==> src/rtl/cop_mem_bridge.sv <==
// cop_mem_bridge: memory-side load/store sequencer for the floating-point coprocessor.
//   Load  (lws): read a word from data memory, push it into a coprocessor register.
//   Store (sws): issue the store opcode, capture the word the coprocessor drives out,
//                write it to data memory.
// Ports:
//   clk, reset         clock, synchronous active-high reset
//   req_*              CPU request handshake and fields (accepted only in IDLE)
//   done / err         one-cycle completion / timeout-abort pulses
//   mem_*              data memory port (held read strobe, single-cycle write strobe)
//   cop_*              coprocessor opcode, register index, write port and read-back
module cop_mem_bridge #(
  parameter int ADDR_W      = 32,
  parameter int RD_TIMEOUT  = 16,
  parameter int CAP_TIMEOUT = 4
) (
  input  logic              clk,
  input  logic              reset,
  input  logic              req_valid,
  output logic              req_ready,
  input  logic              req_store,
  input  logic [4:0]        req_freg,
  input  logic [ADDR_W-1:0] req_addr,
  output logic              done,
  output logic              err,
  output logic [ADDR_W-1:0] mem_addr,
  output logic              mem_read,
  input  logic [31:0]       mem_rdata,
  input  logic              mem_rvalid,
  output logic              mem_write,
  output logic [31:0]       mem_wdata,
  output logic [5:0]        cop_opcode,
  output logic [4:0]        cop_reg,
  output logic              cop_wr_en,
  output logic [31:0]       cop_wdata,
  input  logic [31:0]       cop_rdata,
  input  logic              cop_to_mem
);

  localparam int MAX_TO = (RD_TIMEOUT > CAP_TIMEOUT) ? RD_TIMEOUT : CAP_TIMEOUT;
  localparam int CNT_W  = $clog2(MAX_TO + 1);

  localparam logic [5:0] OP_IDLE  = 6'b000000;
  localparam logic [5:0] OP_STORE = 6'b111000;

  typedef enum logic [2:0] {
    IDLE, LD_RD, LD_WR, ST_ISS, ST_CAP, ST_WR, FIN, ABORT
  } state_t;

  state_t            state, state_nxt;
  logic [CNT_W-1:0]  cnt, cnt_nxt, cnt_inc;
  logic [ADDR_W-1:0] addr_q;
  logic [4:0]        freg_q;
  logic [31:0]       data_q;

  assign cnt_inc = (cnt == '1) ? cnt : cnt + CNT_W'(1);

  always_ff @(posedge clk) begin
    if (reset) begin
      state  <= IDLE;
      cnt    <= '0;
      addr_q <= '0;
      freg_q <= '0;
      data_q <= '0;
    end else begin
      state <= state_nxt;
      cnt   <= cnt_nxt;
      if (state == IDLE && req_valid) begin
        addr_q <= req_addr;
        freg_q <= req_freg;
      end
      // One buffer serves both directions: load data or store capture.
      if (state == LD_RD && mem_rvalid)
        data_q <= mem_rdata;
      else if (state == ST_CAP && cop_to_mem)
        data_q <= cop_rdata;
    end
  end

  always_comb begin
    state_nxt  = state;
    cnt_nxt    = '0;
    req_ready  = 1'b0;
    done       = 1'b0;
    err        = 1'b0;
    mem_addr   = '0;
    mem_read   = 1'b0;
    mem_write  = 1'b0;
    mem_wdata  = '0;
    cop_opcode = OP_IDLE;
    cop_reg    = '0;
    cop_wr_en  = 1'b0;
    cop_wdata  = '0;

    case (state)
      IDLE: begin
        req_ready = 1'b1;
        if (req_valid)
          state_nxt = req_store ? ST_ISS : LD_RD;
      end
      LD_RD: begin
        mem_read = 1'b1;
        mem_addr = addr_q;
        // Data wins over timeout; abort once the count would reach RD_TIMEOUT.
        if (mem_rvalid)
          state_nxt = LD_WR;
        else if (cnt == CNT_W'(RD_TIMEOUT - 1))
          state_nxt = ABORT;
        else
          cnt_nxt = cnt_inc;
      end
      LD_WR: begin
        cop_wr_en = 1'b1;
        cop_reg   = freg_q;
        cop_wdata = data_q;
        state_nxt = FIN;
      end
      ST_ISS: begin
        cop_opcode = OP_STORE;
        cop_reg    = freg_q;
        state_nxt  = ST_CAP;
      end
      ST_CAP: begin
        if (cop_to_mem)
          state_nxt = ST_WR;
        else if (cnt == CNT_W'(CAP_TIMEOUT - 1))
          state_nxt = ABORT;
        else
          cnt_nxt = cnt_inc;
      end
      ST_WR: begin
        mem_write = 1'b1;
        mem_addr  = addr_q;
        mem_wdata = data_q;
        state_nxt = FIN;
      end
      FIN: begin
        done      = 1'b1;
        state_nxt = IDLE;
      end
      ABORT: begin
        err       = 1'b1;
        state_nxt = IDLE;
      end
      default: state_nxt = IDLE;
    endcase

    // Suppress strobes during the reset cycle so no partial write escapes.
    if (reset) begin
      req_ready  = 1'b0;
      done       = 1'b0;
      err        = 1'b0;
      mem_read   = 1'b0;
      mem_write  = 1'b0;
      cop_wr_en  = 1'b0;
      cop_opcode = OP_IDLE;
      mem_addr   = '0;
      mem_wdata  = '0;
      cop_reg    = '0;
      cop_wdata  = '0;
    end
  end

endmodule

==> config.mk <==
export PLATFORM = sky130hd
export DESIGN_NAME = cop_mem_bridge
export DESIGN_NICKNAME = d
export VERILOG_FILES = /design/src/rtl/cop_mem_bridge.sv
export SDC_FILE = /design/constraint.sdc
export NUM_CORES = 1
export LEC_CHECK = 0
export ABC_CLOCK_PERIOD_IN_PS = 2000
export BUFFER_PORTS_ARGS = -buffer_cell sky130_fd_sc_hd__buf_2
export CAP_MARGIN = 25
export CELL_PAD_IN_SITES_DETAIL_PLACEMENT = 1
export CELL_PAD_IN_SITES_GLOBAL_PLACEMENT = 1
export CORE_UTILIZATION = 32
export CTS_BUF_LIST = sky130_fd_sc_hd__clkbuf_2
export DETAILED_ROUTE_END_ITERATION = 10
export GPL_TIMING_DRIVEN = 0
export PLACE_DENSITY = 0.95
export SKIP_CTS_REPAIR_TIMING = 1
export SYNTH_ARGS = -nofsm -noshare
export SYNTH_HDL_FRONTEND = slang
export SYNTH_SLANG_ARGS = --single-unit
==> constraint.sdc <==
create_clock -name clk -period 2 [get_ports clk]
set_input_delay 0.4 -clock clk [delete_from_list [all_inputs] [get_ports clk]]
set_output_delay 0.4 -clock clk [all_outputs]
set_load 0.02 [all_outputs]
==> impl_results.md, run 1 <==
- Required time worst endpoint: 1600 ps
- Fin crit period: 2488 ps
- Antenna violations before repair: 1
- Full die area: 12,910 µm²
- Seq/Total Area, Yosys: 0.3867
- Slew @ Worst Pin: 637.7 ps
- Net Sw Frac: 0.4085
- RR Startpoint: state[0]
- CP arrival: 2090 ps
- Most frequent cells after synthesis: 77 x dfxtp_1, 77 x nand2_1, 69 x and2_1
- Primary FF master, synth: dfxtp_1
- First-pass GRT wire length: 22,360 µm
- Netlist cell types: 43
- WP buf/inv: 4
- # IOs: 220
- Htree depth: 3
- R2r setup slk: -50 ps
- Max incr delay on CP: 420 ps
- Asr flop ratio synth: 0
- Post-synth EDFFs: 0
- Final setup fails: 116
- Initial DRC Count: 218
- CTS Buf Count: 9
- Sw power: 0.002164 W
- Fillers: 1,427
- Crit-path slowest cell: dfxtp_4
- Clock network power share: 0.151
- Total GRT Usage: 0.2211
- Final nets: 856
- Post-DR vias/cell: 5.149
- Worst setup margin: -488.4 ps
- Sequential Power Share: 0.390
- WL final: 18,330 µm
- GR Overflow Total: 0
- Starting Density: 0.3305
- Status: finished with violations
- Antenna viol nets, final: 0
- Std-Cell Rows: 40
- Top-area cell type share of the netlist area: 0.3867
- Number of clock sinks: 77
- DRC errors left: 0
- CP max FO: 7
- R2R Path End: addr_q[7]
- Worst slew margin: 0.5731
- Flops & latches, synth: 77
- Final Max Slew Viols: 0
- Drt pass-1 iters: 4
- Largest area contributor in the netlist: dfxtp_1
- Chip Height: 113.6 µm
- Hold WC Path Type: in2reg
- Cell internal pwr: 0.003133 W
- Vias: 4,747
- Mapped Area: 3986 µm²
- Core ar.: 12,060 µm²
- Die Wd: 113.6 µm
- Critical path type: reg2out
- Detailed-route wire length per cell: 19.89 µm
- CTS max path bufs: 2
- Util after Layout: 0.5576
- Number of global-route vias before repair: 4,395
- GP Congestion: 0.8130
- Critical path's top delay family: simple AND/OR/NAND/NOR gates
- MaxCap Viol Count: 0
- Area Growth Syn to Fin: 68.71%
- Top post-synthesis cells by area: dfxtp_1 39%, and2_1 11%, mux2i_1 8.3%
- Worst VDD drop: 0.3436 mV
- RSZ-0062 raised after global routing: true
- Reg2Reg Depth: 7
- Hpwl dp: 11,020 µm
- Power density over the cells: 787.7 nW/µm²
- Critical Path Start Type: flop
- Avg Cell Area, Syn: 8.185 µm²
- # port buffers: 216
- Layout Cells excl Fill: 922
- Crit path cell chain: buf_8 > or2b_4 > nor2_4 > buf_12 > buf_6 > and2_1 > buf_6
- Crit path top cell by count: buf_6
- Highest Clock Rate: 0.4019 GHz
- CTS tree: built
- Worst-path clk slew: 260 ps
- Failing checks: negative setup slack
- Clock root buffer: clkbuf_2
- Crit path depth: 7
- Crit path launch: state[0]
- Yosys warns: 0
- Fin. Hold Viols: 0
- Fin crit share: 1.244
- Fraction of layout cells with a size suffix above 1: 0.5259
- Cells after Synth: 487
- Max Clock Skew: 34.97 ps
- Comb pwr share: 0.459
- Cell Count Post-Placement: 873
- Crit. End Element: output port
- Largest net degree at the start of global routing: 15
- Clock latency on the worst-skew pair: 560 ps
- Worst setup path end: mem_wdata[28]
- P_leak: 3.071 nW
-- cells by family (layout without fill, tap and decap cells) --
group / count (synthesis) / count (layout) / share of synthesized area
mux: 33 / 33 / 0.08286
buf+inv: 49 / 312 / 0.06403
xor+xnor: 2 / 2 / 0.004395
fa+ha+maj: 1 / 1 / 0.003138
simple gates: 239 / 240 / 0.3145
other cells: 1 / 4 / 0.0009407
flops: 77 / 77 / 0.3867
compound gates: 85 / 85 / 0.1434
-- flip-flops by register name, indices dropped and copies added, names as in the netlist --
name	cells
addr_q	32
cnt	5
data_q	32
freg_q	5
state	3
-- per-stage QoR --
| step | cell area, µm² | TNS [ps] | worst slack (ps) | total power, W | hold WS, ps |
|---|---|---|---|---|---|
| floorplan | 3995 | 0 | 12.87 | 0.003128 | 431.7 |
| global placement | 5286 | -30600 | -581.1 | 0.003625 | 438.2 |
| detailed placement | 5286 | -31670 | -660.6 | 0.003694 | 444.3 |
| CTS | 5381 | -98110 | -1309 | 0.004478 | 16.11 |
| global route | 6725 | -46060 | -548.1 | 0.005580 | -18.41 |
| finish | 6725 | -35810 | -488.4 | 0.005297 | 37.08 |
-- power by group through the flow --
stage	registers (W)	logic [W]	clock network (W)
finish	0.00207	0.00243	0.000799
global route	0.00210	0.00260	0.000883
CTS	0.00200	0.00167	0.000803
detailed placement	0.00204	0.00166	0
global placement	0.00202	0.00161	0
floorplan	0.00196	0.00116	0
-- cell type report --
cell class	instances	area, µm²	share of cell area
timing repair buffer	248	1961	0.2915
multi-input combinational	364	2506	0.3727
buffer	47	394.1	0.05860
clock buffer	9	45.04	0.006698
inverter	1	3.754	0.0005581
clock inverter	7	50.05	0.007442
antenna	1	2.502	0.0003721
sequential	77	1553	0.2309
tap	168	210.2	0.03126
-- layout by cell type, fill, tap and decap left out, drive strengths merged, types with 2 or more instances in the layout --
cell and n:
a2111oi 3, a211oi 35, a21oi 38, and2 69, and3 32, buf 278
clkbuf 26, clkinv 3, clkinvlp 2, conb 3, dfxtp 77, inv 3
mux2i 33, nand2 77, nand2b 2, nand4bb 2, nor2 41, nor3 4
nor4b 2, o22ai 2, or2b 2, or4b 2
-- tightest hold or removal path, stage by stage --
cell	delay (ps)
buf_2	90
nand2_1	50
a21oi_1	50
-- layer usage --
layer  vias up  global-route usage  part of all wire
li1       2187                   -                 -
met3        55             0.04038             0.042
met5         -                   0                 0
met2       179              0.3874              0.52
met4         0             0.09649             0.040
met1      2326              0.2637              0.40
-- worst min-delay path by stage --
stage	to	cells after the start	from	slack [ps]
2_1_floorplan	freg_q[0]	2	freg_q[0]	430
3_3_place_gp	addr_q[29]	2	addr_q[29]	440
3_5_place_dp	addr_q[29]	2	addr_q[29]	440
4_1_cts	addr_q[14]	3	req_addr[14]	20
5_1_grt	addr_q[14]	3	req_addr[14]	-20
6_report	addr_q[10]	3	req_addr[10]	40
Power figures use the tool's default switching activity.
==> run 2, diff against run 1 <==
--- a/config.mk
+++ b/config.mk
@@ -15,6 +15,7 @@
 export DETAILED_ROUTE_END_ITERATION = 10
 export GPL_TIMING_DRIVEN = 0
 export PLACE_DENSITY = 0.95
+export SETUP_SLACK_MARGIN = 0.1
 export SKIP_CTS_REPAIR_TIMING = 1
 export SYNTH_ARGS = -nofsm -noshare
 export SYNTH_HDL_FRONTEND = slang
==> run 2 against run 1 <==
The run still ends with negative setup slack left; critical path type unchanged; design area grew 0.45%; largest cell class unchanged; worst hold slack lost 2.5 ps; register-to-register slack better by 20 ps; total power is 3.6% higher; global-route usage shrank 0.40 points; clock skew shrank 7.2 ps; critical endpoint is now mem_wdata[26]; clock power up 15%; largest power group unchanged.
==> impl_results.md, run 2 (same netlist as run 1, synthesis figures left out) <==
- Worst setup margin: -446.5 ps
- Most common cell after layout, fill and taps aside: buf_2
- MaxCap Viol Count: 0
- Reg2Reg Depth: 8
- Final setup fails: 114
- DRC errors left: 0
- Antenna violations before repair: 1
- Crit. End Element: output port
- Worst setup path end: mem_wdata[26]
- R2r setup slk: -30 ps
- Vias: 4,735
- GR Overflow Total: 0
- Largest net degree at the start of global routing: 14
- Antenna viol nets, final: 0
- Die Wd: 113.6 µm
- Area Growth Syn to Fin: 69.46%
- CTS max path bufs: 2
- Worst-path clk slew: 260 ps
- First-pass GRT wire length: 21,890 µm
- RSZ-0062 raised after global routing: true
- Failing checks: negative setup slack
- Setup TNS: -37,250 ps
- Hold_ws: 34.56 ps
- Detailed-route wire length per cell: 19.50 µm
- Starting Density: 0.3305
- Crit path launch: state[0]
- Number of clock sinks: 77
- Number of global-route vias before repair: 4,352
- Drt pass-1 iters: 4
- R2R Path End: addr_q[14]
- Fin crit share: 1.223
- Max Clock Skew: 27.72 ps
- Post-DR vias/cell: 5.097
- Initial DRC Count: 191
- CTS tree: built
- Sw power: 0.002161 W
- Worst VDD drop: 0.4231 mV
- Fin. Hold Viols: 0
- Final Max Slew Viols: 0
- Fin crit period: 2446 ps
- Htree depth: 3
- Hold WC Path Type: in2reg
- Util after Layout: 0.5601
- Critical path type: reg2out
- CP max FO: 10
- Core ar.: 12,060 µm²
- # IOs: 220
- Clock latency on the worst-skew pair: 550 ps
- Sequential Power Share: 0.373
- Top flop regs: addr_q x32, data_q x32
- Comb pwr share: 0.460
- WL final: 18,110 µm
- Pre-CTS setup slack: -567.6 ps
- Crit path cell chain: buf_8 > or2b_4 > nor2_4 > buf_4 > buf_8 > and2_1 > buf_4
- Hpwl dp: 10,720 µm
- Net Sw Frac: 0.3938
- RR Startpoint: state[2]
- Total GRT Usage: 0.2171
- # port buffers: 216
- Required time worst endpoint: 1600 ps
- Cell internal pwr: 0.003326 W
- Full die area: 12,910 µm²
- Status: finished with violations
- Multi-input gate area: 2477 µm²
- GP Congestion: 0.7792
- Fillers: 1,422
- Hold Path Origin: req_addr[8]
- Power density over the cells: 812.3 nW/µm²
- CP arrival: 2050 ps
- Final nets: 863
- FF+latch area: 1550 µm²
- Max incr delay on CP: 420 ps
- Chip Height: 113.6 µm
- CTS Buf Count: 9
- P_leak: 3.092 nW
- Std-Cell Rows: 40
- Slew @ Worst Pin: 617.6 ps
- Highest Clock Rate: 0.4088 GHz
- Commonest non-fill, non-tap cells in the layout: 132 x buf_2, 94 x buf_6, 76 x nand2_1
- Critical Path Start Type: flop
- Clock root buffer: clkbuf_2
- Crit-path slowest cell: dfxtp_4
- Clock network power share: 0.167
- Worst slew margin: 0.5825
- Fraction of layout cells with a size suffix above 1: 0.5066
[run 2: cell types whose count changed in the layout (fill, tap and decap cells not counted), moves of 2 or more]
| cell | change |
|---|---|
| buf_2 | -3 |
| buf_4 | +12 |
| and2_1 | +13 |
| dlygate4sd3_1 | +5 |
| and2_4 | -13 |
| buf_8 | -3 |
| inv_6 | -2 |
| clkbuf_4 | +2 |
| buf_6 | -5 |
[run 2: final cells by class]
class / count / share of cell area
multi-input cells: 363 / 0.3667
plain buffers: 48 / 0.05871
flip-flops and latches: 77 / 0.2295
repair buffers: 255 / 0.2962
clock buffers: 10 / 0.007409
clock inverters: 6 / 0.009446
diodes: 1 / 0.0003704
well taps: 168 / 0.03112
inverters: 1 / 0.0005557
[run 2: worst max-delay path, delay by kind of cell (launching register included)]
family | cells | cell delay, ps
DFF | 1 | 420
buffers and inverters | 4 | 520
and+or+nand+nor | 3 | 550
[run 2: worst min-delay path by stage]
stage                       to  depth (start not counted)
floorplan            freg_q[0]                          2
global placement    addr_q[14]                          2
detailed placement   freg_q[0]                          2
CTS                 addr_q[24]                          3
global route        addr_q[22]                          3
finish               addr_q[8]                          3
[run 2: per-stage QoR]
stage          instances  total power [W]  cell area [µm²]
6_report             929         0.005488             6755
5_1_grt              929         0.005763             6755
4_1_cts              889         0.004577             5401
3_5_place_dp         873         0.003686             5288
3_3_place_gp         873         0.003620             5288
2_1_floorplan        489         0.003129             3996
[run 2: metal layers]
metal,share of wire,GRT usage,vias to the layer above,routed length [µm]
li1,-,-,2195,-
met1,0.41,0.2643,2344,7403
met2,0.51,0.3793,151,9323
met3,0.039,0.03135,45,702
met4,0.038,0.09649,0,684
met5,0,0,-,0
[run 2: power by group through the flow]
stage | clock [W] | sequential (W) | combinational [W]
finish | 0.000916 | 0.00205 | 0.00253
global route | 0.000991 | 0.00208 | 0.00269
CTS | 0.000918 | 0.00199 | 0.00167
detailed placement | 0 | 0.00203 | 0.00166
global placement | 0 | 0.00201 | 0.00161
floorplan | 0 | 0.00196 | 0.00116
==> run 3, diff against run 2 <==
--- a/config.mk
+++ b/config.mk
@@ -5,12 +5,13 @@
 export SDC_FILE = /design/constraint.sdc
 export NUM_CORES = 1
 export LEC_CHECK = 0
+export ABC_AREA = 1
 export ABC_CLOCK_PERIOD_IN_PS = 2000
-export BUFFER_PORTS_ARGS = -buffer_cell sky130_fd_sc_hd__buf_2
+export BUFFER_PORTS_ARGS = -buffer_cell sky130_fd_sc_hd__buf_4
 export CAP_MARGIN = 25
 export CELL_PAD_IN_SITES_DETAIL_PLACEMENT = 1
 export CELL_PAD_IN_SITES_GLOBAL_PLACEMENT = 1
-export CORE_UTILIZATION = 32
+export CORE_UTILIZATION = 30
 export CTS_BUF_LIST = sky130_fd_sc_hd__clkbuf_2
 export DETAILED_ROUTE_END_ITERATION = 10
 export GPL_TIMING_DRIVEN = 0
==> run 3 against run 2 <==
Non-clock buffer count decreased by 25; the flow still finishes with violations (negative setup slack); critical endpoint is now mem_wdata[2]; clock power decreased by 23%; routed wire length fell by 8.7%; critical path depth unchanged.
==> impl_results.md, run 3 <==
- CTS max path bufs: 2
- Fin crit share: 1.146
- CP max FO: 10
- Most frequent cell after synthesis: nand2_1
- Top-area cell type share of the netlist area: 0.3867
- Clock root buffer: clkbuf_2
- Drt pass-1 iters: 4
- Status: finished with violations
- Top post-synthesis cells by area: dfxtp_1 39%, nand2_1 17%, a21oi_1 8.9%
- Tot Pwr: 0.006019 W
- Detailed-route wire length per cell: 15.55 µm
- CTS tree: built
- Hold_ws: 105.1 ps
- Antenna viol nets, final: 0
- Worst VDD drop: 0.4645 mV
- Worst setup margin: -292.3 ps
- Yosys warns: 0
- Hold WC Path Type: in2reg
- Area Growth Syn to Fin: 66.79%
- Slew @ Worst Pin: 618.1 ps
- Total GRT Usage: 0.2102
- Top flop regs: addr_q x32, data_q x32
- # IOs: 220
- Worst-path clk slew: 230 ps
- Commonest non-fill, non-tap cells in the layout: 205 x buf_4, 176 x nand2_1, 77 x inv_1
- CP arrival: 1890 ps
- Largest area contributor in the netlist: dfxtp_1
- Util after Layout: 0.5205
- Crit. End Element: output port
- Antenna violations before repair: 0
- Primary FF master, synth: dfxtp_1
- DRC errors left: 0
- Required time worst endpoint: 1600 ps
- Mapped Area: 3986 µm²
- Vias: 4,957
- MaxCap Viol Count: 0
- Failing checks: negative setup slack
- P_leak: 2.957 nW
- RSZ-0062 raised after global routing: true
- Fin crit period: 2292 ps
- Pre-CTS setup slack: -194.4 ps
- Worst slew margin: 0.5880
- Most frequent cells after synthesis: 181 x nand2_1, 82 x nor2_1, 79 x inv_1
- Fraction of layout cells with a size suffix above 1: 0.3924
- First-pass GRT wire length: 22,050 µm
- Chip Height: 117.3 µm
- Number of global-route vias before repair: 4,503
- Netlist cell types: 23
- Hpwl dp: 11,740 µm
- Power density over the cells: 905.3 nW/µm²
- Fin. Hold Viols: 0
- Core ar.: 12,770 µm²
- Max Clock Skew: 22.40 ps
- GR Overflow Total: 0
- Post-DR vias/cell: 4.659
- Largest net degree at the start of global routing: 13
- Reg2Reg Depth: 9
- CTS Buf Count: 9
- # port buffers: 216
- Critical Path Start Type: flop
- Starting Density: 0.3121
- WL final: 16,540 µm
- Avg Cell Area, Syn: 6.200 µm²
- Die Wd: 117.3 µm
- GP Congestion: 0.8055
- Full die area: 13,750 µm²
- Cells after Synth: 643
- Std-Cell Rows: 41
- Cell depth of the worst hold path: 3
- Final Max Slew Viols: 0
- Htree depth: 3
- Initial DRC Count: 152
- Seq/Total Area, Yosys: 0.3867
- Number of clock sinks: 77
- Highest Clock Rate: 0.4362 GHz
- Post-synth EDFFs: 0
- Clock latency on the worst-skew pair: 530 ps
- N_diodes: 0
- Final setup fails: 102
- Flops & latches, synth: 77
- Final nets: 996
- Asr flop ratio synth: 0
- Most common cell after layout, fill and taps aside: buf_4
- Critical path type: reg2out
-- run 3: path summary, 6_finish.rpt --
path	startpoint	to	slack [ps]
worst max-delay path	state[0]	mem_wdata[2]	-290
worst min-delay path	req_addr[9]	addr_q[9]	110
worst max register to register	state[0]	data_q[30]	170
worst min register to register	addr_q[3]	addr_q[3]	470
-- run 3: metrics by stage --
step / area, µm² / instances / TNS, ps
final: 6649 / 1064 / -13560
after global placement: 5833 / 1033 / -3843
after floorplan: 3996 / 645 / 0
after global routing: 6649 / 1064 / -28500
after detailed placement: 5833 / 1033 / -3878
after CTS: 5909 / 1048 / -56170
-- run 3: layout make-up --
class                   count  area (µm²)
flip-flops and latches     77        1550
plain buffers              47       326.6
well taps                 172       215.2
clock buffers               9       45.04
fillers                  1643        6125
multi-input cells         438        2273
repair buffers            231        1887
inverters                  84       320.3
clock inverters             6       31.28
-- run 3: kinds of logic after synthesis --
group                    after synthesis  share of synthesized area
multiplexers                           1                   0.002511
XOR/XNOR                               3                   0.006593
other                                  1                  0.0009407
AND/OR/NAND/NOR                      317                     0.3183
buffers and inverters                131                     0.1409
AO/OA/AOI/OAI                        112                     0.1409
adder cells (fa/ha/maj)                1                   0.003138
flip-flops                            77                     0.3867
-- run 3: routing by layer --
| metal | vias to the layer above | wire [µm] | global-route usage | part of all wire |
|---|---|---|---|---|
| met5 | - | 0 | 0 | 0 |
| met4 | 0 | 235 | 0.05823 | 0.014 |
| li1 | 2471 | - | - | - |
| met2 | 175 | 8437 | 0.3808 | 0.51 |
| met1 | 2290 | 6454 | 0.2244 | 0.39 |
| met3 | 21 | 1412 | 0.08496 | 0.085 |
-- run 3: where the power goes --
| part | internal, W | leakage (nW) | switching, W | total (W) |
|---|---|---|---|---|
| Combinational | 0.00118 | 2.28 | 0.00202 | 0.00320 |
| Clock | 0.000141 | 0.0463 | 0.000565 | 0.000706 |
| Sequential | 0.00194 | 0.632 | 0.000166 | 0.00211 |
-- run 3: critical path: stages, from the launching register on --
cell     delay (ps)
dfxtp_4         420
buf_4           140
nand2_8          80
nor2_4          130
inv_4            70
buf_4           180
nor2_1          160
buf_4           170
